[src/rtl/hazard_pkg.sv]
// Shared types and constants for the pipeline hazard controller.
package hazard_pkg;

   typedef enum logic {IDLE = 1'b0, BUSY = 1'b1} mdu_state_e;

   localparam int REG_ZERO = 0;

   typedef struct packed {
      logic pc_load;
      logic if_id_load;
      logic if_id_flush;
      logic id_ex_load;
      logic sel_signal;
      logic ex_mem_bubble;
   } hz_ctrl_t;

   localparam hz_ctrl_t CTRL_DEFAULT = '{pc_load: 1'b1, if_id_load: 1'b1, if_id_flush: 1'b0,
                                         id_ex_load: 1'b1, sel_signal: 1'b1, ex_mem_bubble: 1'b0};

endpackage

[src/rtl/hazard_ctrl_unit_mdu_fsm.sv]
// Tracks a multi-cycle MDU op in EX: stalls the front end until the final cycle, then pulses done.
module mdu_stall_fsm
   import hazard_pkg::*;
#(
   parameter int MDU_LAT = 4
) (
   input  logic clk,
   input  logic rst,
   input  logic mdu_start,
   output logic mdu_stall,
   output logic mdu_done
);

   // cnt must hold MDU_LAT-2, the number of BUSY cycles before the done cycle
   localparam int CW = (MDU_LAT > 2) ? $clog2(MDU_LAT - 1) : 1;
   localparam logic [CW-1:0] CNT_INIT = CW'(MDU_LAT - 2);

   mdu_state_e    state_q, state_d;
   logic [CW-1:0] cnt_q, cnt_d;

   always_ff @(posedge clk) begin
      if (rst) begin
         state_q <= IDLE;
         cnt_q   <= '0;
      end else begin
         state_q <= state_d;
         cnt_q   <= cnt_d;
      end
   end

   always_comb begin
      state_d = state_q;
      cnt_d   = cnt_q;
      case (state_q)
         IDLE: if (mdu_start) begin
            state_d = BUSY;
            cnt_d   = CNT_INIT;
         end
         BUSY: begin
            if (cnt_q != '0) cnt_d = cnt_q - CW'(1);
            else             state_d = IDLE;
         end
         default: state_d = IDLE;
      endcase
   end

   always_comb begin
      mdu_stall = 1'b0;
      mdu_done  = 1'b0;
      if (!rst) begin
         case (state_q)
            IDLE: mdu_stall = mdu_start;
            BUSY: begin
               mdu_stall = (cnt_q != '0);
               mdu_done  = (cnt_q == '0);
            end
            default: ;
         endcase
      end
   end

endmodule

[src/rtl/hazard_ctrl_unit.sv]
// Hazard controller: MDU stall, load-use bubble and taken-branch flush, plus a stall-cycle counter.
module hazard_ctrl_unit
   import hazard_pkg::*;
#(
   parameter int REG_ADDR_W = 5,
   parameter int MDU_LAT    = 4,
   parameter int CNT_W      = 16
) (
   input  logic                  clk,
   input  logic                  rst,
   input  logic [REG_ADDR_W-1:0] id_rs,
   input  logic [REG_ADDR_W-1:0] id_rt,
   input  logic                  id_uses_rs,
   input  logic                  id_uses_rt,
   input  logic                  ex_mem_read,
   input  logic [REG_ADDR_W-1:0] ex_rt,
   input  logic                  branch_taken,
   input  logic                  mdu_start,
   input  logic                  perf_clr,
   output logic                  pc_load,
   output logic                  if_id_load,
   output logic                  if_id_flush,
   output logic                  id_ex_load,
   output logic                  sel_signal,
   output logic                  ex_mem_bubble,
   output logic                  mdu_done,
   output logic [CNT_W-1:0]      stall_cycles
);

   logic       load_use;
   logic       mdu_stall;
   hz_ctrl_t   ctrl;
   logic [CNT_W-1:0] stall_cnt_q, stall_cnt_d;

   mdu_stall_fsm #(.MDU_LAT(MDU_LAT)) u_mdu_fsm (
      .clk       (clk),
      .rst       (rst),
      .mdu_start (mdu_start),
      .mdu_stall (mdu_stall),
      .mdu_done  (mdu_done)
   );

   always_comb begin
      load_use = ex_mem_read && (ex_rt != REG_ADDR_W'(REG_ZERO)) &&
                 (((ex_rt == id_rs) && id_uses_rs) || ((ex_rt == id_rt) && id_uses_rt));
   end

   // A flush is only raised when IF/ID actually loads; a stalled branch re-resolves later.
   always_comb begin
      ctrl = CTRL_DEFAULT;
      if (rst) begin
         ctrl = CTRL_DEFAULT;
      end else if (mdu_stall) begin
         ctrl.pc_load       = 1'b0;
         ctrl.if_id_load    = 1'b0;
         ctrl.id_ex_load    = 1'b0;
         ctrl.ex_mem_bubble = 1'b1;
      end else if (load_use) begin
         ctrl.pc_load    = 1'b0;
         ctrl.if_id_load = 1'b0;
         ctrl.sel_signal = 1'b0;
      end else if (branch_taken) begin
         ctrl.if_id_flush = 1'b1;
      end
   end

   assign pc_load       = ctrl.pc_load;
   assign if_id_load    = ctrl.if_id_load;
   assign if_id_flush   = ctrl.if_id_flush;
   assign id_ex_load    = ctrl.id_ex_load;
   assign sel_signal    = ctrl.sel_signal;
   assign ex_mem_bubble = ctrl.ex_mem_bubble;

   always_comb begin
      stall_cnt_d = stall_cnt_q;
      if (perf_clr)
         stall_cnt_d = '0;
      else if (!ctrl.pc_load && (stall_cnt_q != '1))
         stall_cnt_d = stall_cnt_q + CNT_W'(1);
   end

   always_ff @(posedge clk) begin
      if (rst) stall_cnt_q <= '0;
      else     stall_cnt_q <= stall_cnt_d;
   end

   assign stall_cycles = stall_cnt_q;

endmodule

[config.mk]
export PLATFORM = sky130hd
export DESIGN_NAME = hazard_ctrl_unit
export DESIGN_NICKNAME = d
export VERILOG_FILES = /design/src/rtl/hazard_pkg.sv /design/src/rtl/hazard_ctrl_unit_mdu_fsm.sv /design/src/rtl/hazard_ctrl_unit.sv
export SDC_FILE = /design/constraint.sdc
export NUM_CORES = 1
export LEC_CHECK = 0
export BUFFER_PORTS_ARGS = -buffer_cell sky130_fd_sc_hd__clkbuf_2
export CORE_MARGIN = 2
export CORE_UTILIZATION = 42
export CTS_CLUSTER_SIZE = 30
export DETAILED_ROUTE_END_ITERATION = 10
export PLACE_DENSITY = 0.74
export SLEW_MARGIN = 40
export SYNTH_ARGS = -nofsm -noshare
export SYNTH_HDL_FRONTEND = slang
export SYNTH_SLANG_ARGS = --single-unit
[constraint.sdc]
create_clock -name clk -period 2.15 [get_ports clk]
set_input_delay 0 -clock clk [delete_from_list [all_inputs] [get_ports clk]]
set_output_delay 0 -clock clk [all_outputs]
set_load 0.03 [all_outputs]
# Word-level counts from Yosys, hierarchy flattened
# Index checks and enable logic that the tools add are counted.
[word_totals]
inputBits = 23
reg_bits = 19
latchBits = 0
mem_bits_rw = 0
romBits = 0
memories = 0
[classes]
reduce_logical = 12
magnitude_cmp = 0
multipliers = 0
add_sub_neg = 2
bitwise_logic = 1
div_mod_pow = 0
eq_ne = 5
n_shift = 0
n_mux = 20
[ops]
columns = ["operator", "n"]
rows = [
  ["adder 16 x 1 -> 16 bit (second input constant)", 1],
  ["inequality test 16 bit (second input constant)", 1],
  ["2-to-1 mux 1 bit", 12],
  ["equality test 5 bit", 2],
  ["2-to-1 mux 2 bit", 4],
  ["2-to-1 mux 6 bit", 1],
  ["logical AND 1 bit", 5],
  ["nonzero test 5 bit", 1],
  ["inequality test 2 bit (second input constant)", 2],
  ["one-hot mux 1 bit (2 select lines)", 2],
  ["one-hot mux 2 bit (2 select lines)", 1],
  ["logical NOT 2 bit", 1],
  ["AND reduction 2 bit", 1],
  ["nonzero test 2 bit", 1],
  ["OR reduction 2 bit", 1],
  ["subtractor 2 x 1 -> 2 bit (second input constant)", 1],
  ["logical NOT 1 bit", 1],
  ["logical OR 1 bit", 1],
  ["NOT 1 bit", 1],
]

# Logic depth before layout (Yosys ltp)
[depth]
ltp_word = 9
ltp_mapped = 11
depth_no_buf = 8

# By module
# A second synthesis with hierarchy kept.
[unflattened]
hier_cells = 140
area_unflattened_um2 = 1219.9
[by_module_without_submodules]
columns = ["mod", "cells_each", "area_each_um2", "seq_area_each_um2", "n_inst"]
rows = [
  ["hazard_ctrl_unit", 124, 1049.8, 320.3, 1],
  ["mdu_stall_fsm", 16, 170.2, 60.1, 1],
]

# Least setup slack after synthesis
# OpenSTA, ideal clock, no wires.
[synth_path]
kind = "reg2reg"
startpoint = "register u_mdu_fsm.cnt_q[0]"
endpoint = "register stall_cnt_q[6] (netlist: stall_cycles[6])"
setup_slack_ps = -354
required_time_ps = 2035
arrival_time_ps = 2389
path_stages_with_launch = 12
n_path_buf = 3
cell_sequence = "dfxtp_1 -> inv_1 -> ha_1 -> nor2b_1 -> a21oi_1 -> or2_2 -> clkbuf_1 -> o31a_1 -> buf_6 -> clkbuf_1 -> nor3_1 -> o21a_1"
[synth_between]
elab_chain_cells = 7
[synth_lines]
columns = ["element", "line_no", "rtl"]
rows = [
  ["start, declared", "hazard_ctrl_unit_mdu_fsm.sv:19", "logic [CW-1:0] cnt_q, cnt_d;"],
  ["start signal, assigned", "hazard_ctrl_unit_mdu_fsm.sv:27", "cnt_q <= cnt_d;"],
  ["nonzero test 2 bit", "hazard_ctrl_unit_mdu_fsm.sv:54", "mdu_stall = (cnt_q != '0);"],
  ["one-hot mux 1 bit (2 select lines)", "hazard_ctrl_unit_mdu_fsm.sv:51", "case (state_q)"],
  ["2-to-1 mux 1 bit", "hazard_ctrl_unit_mdu_fsm.sv:50", "if (!rst) begin"],
  ["2-to-1 mux 2 bit", "hazard_ctrl_unit.sv:53", "end else if (mdu_stall) begin"],
  ["2-to-1 mux 6 bit", "hazard_ctrl_unit.sv:51", "if (rst) begin"],
  ["logical NOT 1 bit", "hazard_ctrl_unit.sv:78", "else if (!ctrl.pc_load && (stall_cnt_q != '1))"],
  ["logical AND 1 bit", "hazard_ctrl_unit.sv:78", ""],
  ["end signal, assigned", "hazard_ctrl_unit.sv:84", "else stall_cnt_q <= stall_cnt_d;"],
  ["end, declared", "hazard_ctrl_unit.sv:33", "logic [CNT_W-1:0] stall_cnt_q, stall_cnt_d;"],
]
# No other way between the ends.
# A chain may end at the register's enable or synchronous reset.

# Worst setup path in the final report
[layout_path]
startpoint = "register u_mdu_fsm.cnt_q[0]"
endpoint = "register stall_cnt_q[14] (netlist: stall_cycles[14])"
# Same word-level chain as after synthesis.

==> summary.md <==
| Metric | Value |
|---|---|
| R2r setup slk | `0.14 ns` |
| Final count of hold timing violations | `0` |
| CP max-delay cell | `dfxtp_2` |
| Tightest Pin Transition | `0.418 ns` |
| Total global-route track usage | `17.9%` |
| Core Footprint | `0.00250 mm2` |
| Number of global-route vias before repair | `1107` |
| Post-Place Cells | `208` |
| Category of the most critical setup path | `reg -> reg` |
| Crit-path max FO | `8` |
| Worst-path clk slew | `0.12 ns` |
| CTS H-tree lvls | `1` |
| Clock Latency Late Sink | `0.31 ns` |
| FILL cells | `225` |
| Routed via count | `1218` |
| Synth Instances | `137` |
| CTS tree | `built` |
| Most common cell after layout, fill and taps aside | `clkbuf_2` |
| CP Data Arrival Time | `2.24 ns` |
| Vias per inst | `5.59` |
| CTS Sinks | `19` |
| Grt ovf | `0` |
| Slew Limit Headroom | `72.1%` |
| Required @ worst endpoint | `2.39 ns` |
| RSZ-0062 raised after global routing | `true` |
| N_diodes | `0` |
| Final Core Density | `57.9%` |
| Max VDD drop | `0.310 mV` |
| Slew Limit Fails | `0` |
| Drt drc | `0` |
| Worst slack, placed | `0.00328 ns` |
| First-pass GRT wire length | `4.57 mm` |
| Dominant synthesized flop cell | `dfxtp_1` |
| Antenna violations before repair | `0` |
| Most frequent cells in the layout | `clkbuf_2 (45), dfxtp_1 (18), a21oi_1 (14)` |
| Row count | `18` |
| Mapped Area | `0.00111 mm2` |
| Status | `complete, no violations` |
| Final wirelength | `2.81 mm` |
| Antenna-violating nets left | `0` |
| IO Pins | `46` |
| Cts bufs inserted | `3` |
| Syn_nets | `162` |
| P_leak | `0.571 nW` |
| Synth top area share | `34.3%` |
| WL/cell | `12.9 um` |
| Die ar. | `0.00307 mm2` |
| Critical path endpoint category | `flop` |
| Syn Area/Cell | `8.09 um2` |
| Clock Tree Root | `clkbuf_4` |
| Asr flop ratio synth | `0%` |
| CP Cell Sequence | `inv_1, ha_1, nor2b_2, a21oi_2, or2_4, o31a_1, buf_4, or3_1, a21oi_1` |
| Drt first pass iters | `4` |
| Startpoint Class | `flop` |
| Min Tclk post-route | `2.01 ns` |
| Warnings from Yosys | `0` |
| Synth Register Bits | `19` |
| Worst Hold Class | `in -> reg` |
| Final std cells w/o fill | `218` |
| Unique masters post-synth | `34` |
| Tcrit/Tclk final | `93.4%` |
| Final Skew | `0.0154 ns` |
| Final setup margin | `0.142 ns` |
| MaxCap Viol Count | `0` |
| Sequential fraction of the synthesis area | `34.3%` |
| Clock buffer depth | `2` |
| Final setup fails | `0` |
| Initial DRC count | `28` |
| Fin nets | `214` |
| Fmax | `498 MHz` |
| Final HPWL DP | `2.08 mm` |
| Number of flops mapped to enable cells by yosys | `0` |
| Top post-synthesis cells by area | `dfxtp_1 (34%), xor2_1 (7.1%), a21oi_1 (6.8%)` |
| Yosys top cell by area | `dfxtp_1` |
| Die span in x | `55.4 um` |
| P&R area growth vs syn | `30.6%` |
| Pwr/cell area | `476 mW/mm2` |
| IO Port Bufs | `45` |
| Largest net degree at the start of global routing | `17` |
| Share of layout cells above drive strength 1 | `35.1%` |
| Gp weighted congestion | `0.787` |
| Worst path max stage delay | `0.35 ns` |
| Starting Density | `44.3%` |
| Chip height | `55.4 um` |
-- synthesized netlist by cell type, types with 3 or more instances --
library cell / number
dfxtp_1: 19
a21oi_1: 15
o21ai_0: 10
or3_1: 10
xor2_1: 9
inv_1: 8
nand2_1: 6
nand4_1: 6
nor2_1: 6
clkbuf_1: 5
o31ai_1: 5
or4_1: 5
nand3_1: 4
or2_2: 3
-- cell type report --
| type | instances | area [um2] | area share [%] |
|---|---|---|---|
| clock buffers | 3 | 22.5 | 1.56 |
| clock inverters | 1 | 5.00 | 0.346 |
| inverters | 8 | 30.0 | 2.07 |
| multi-input cells | 103 | 676 | 46.7 |
| flip-flops and latches | 19 | 382 | 26.4 |
| well taps | 30 | 37.5 | 2.59 |
| repair buffers | 54 | 295 | 20.4 |
-- registers in the layout, summed over array words and instances (netlist names) --
register / count
u_mdu_fsm.cnt_q: 2
stall_cycles: 16
u_mdu_fsm.state_q: 1
-- what timing repair did --
item,CTS,global route
resized for setup,0,3
hold buffers,1,0
buffers inserted,2,2
hold endpoints to repair,2,0
gates cloned,0,1
setup endpoints to repair,5,16
-- metal layers --
layer	GRT usage, %	wire length [um]	up-vias
met5	0	0	-
met4	4.18	23	0
met3	3.98	92	4
met2	33.7	1520	19
met1	20.2	1170	587
li1	-	-	608
-- kinds of logic after synthesis --
| logic type | synth area share [%] |
|---|---|
| simple gates | 26.9 |
| fa+ha+maj | 2.26 |
| xor+xnor | 8.69 |
| mux | 1.81 |
| buf+inv | 6.43 |
| flops | 34.3 |
| compound gates | 19.6 |
-- metrics by stage --
step	area (um2)	TNS (ns)	hold slack (ns)	total power [mW]
CTS	1420	0	0.150	0.688
global route	1450	-0.00330	0.162	0.721
global placement	1370	0	0.272	0.490
floorplan	1130	0	0.214	0.456
detailed placement	1370	0	0.300	0.494
finish	1450	0	0.150	0.690
-- worst max-delay path, delay by kind of cell, from the launching register on --
family	cells	cell delay (ns)
buf+inv	2	0.22
simple gates	3	0.78
fa+ha+maj	1	0.21
flops	1	0.35
compound gates	3	0.36
-- where the power goes --
part / internal (mW) / switching, mW
clock: 0.0695 / 0.120
sequential: 0.357 / 0.00305
combinational: 0.0611 / 0.0787
-- final timing paths --
| path | startpoint | endpoint | cells after the start |
|---|---|---|---|
| max | u_mdu_fsm.cnt_q[0]$_SDFFE_PP0P_ | stall_cycles[14]$_SDFFE_PP0P_ | 9 |
| max reg2reg | u_mdu_fsm.cnt_q[0]$_SDFFE_PP0P_ | stall_cycles[14]$_SDFFE_PP0P_ | 9 |
| min | mdu_start | u_mdu_fsm.state_q$_SDFF_PP0_ | 4 |
| min reg2reg | u_mdu_fsm.cnt_q[1]$_SDFFE_PP0P_ | u_mdu_fsm.cnt_q[1]$_SDFFE_PP0P_ | 2 |
Note: power is estimated with default switching activity, not from simulation.
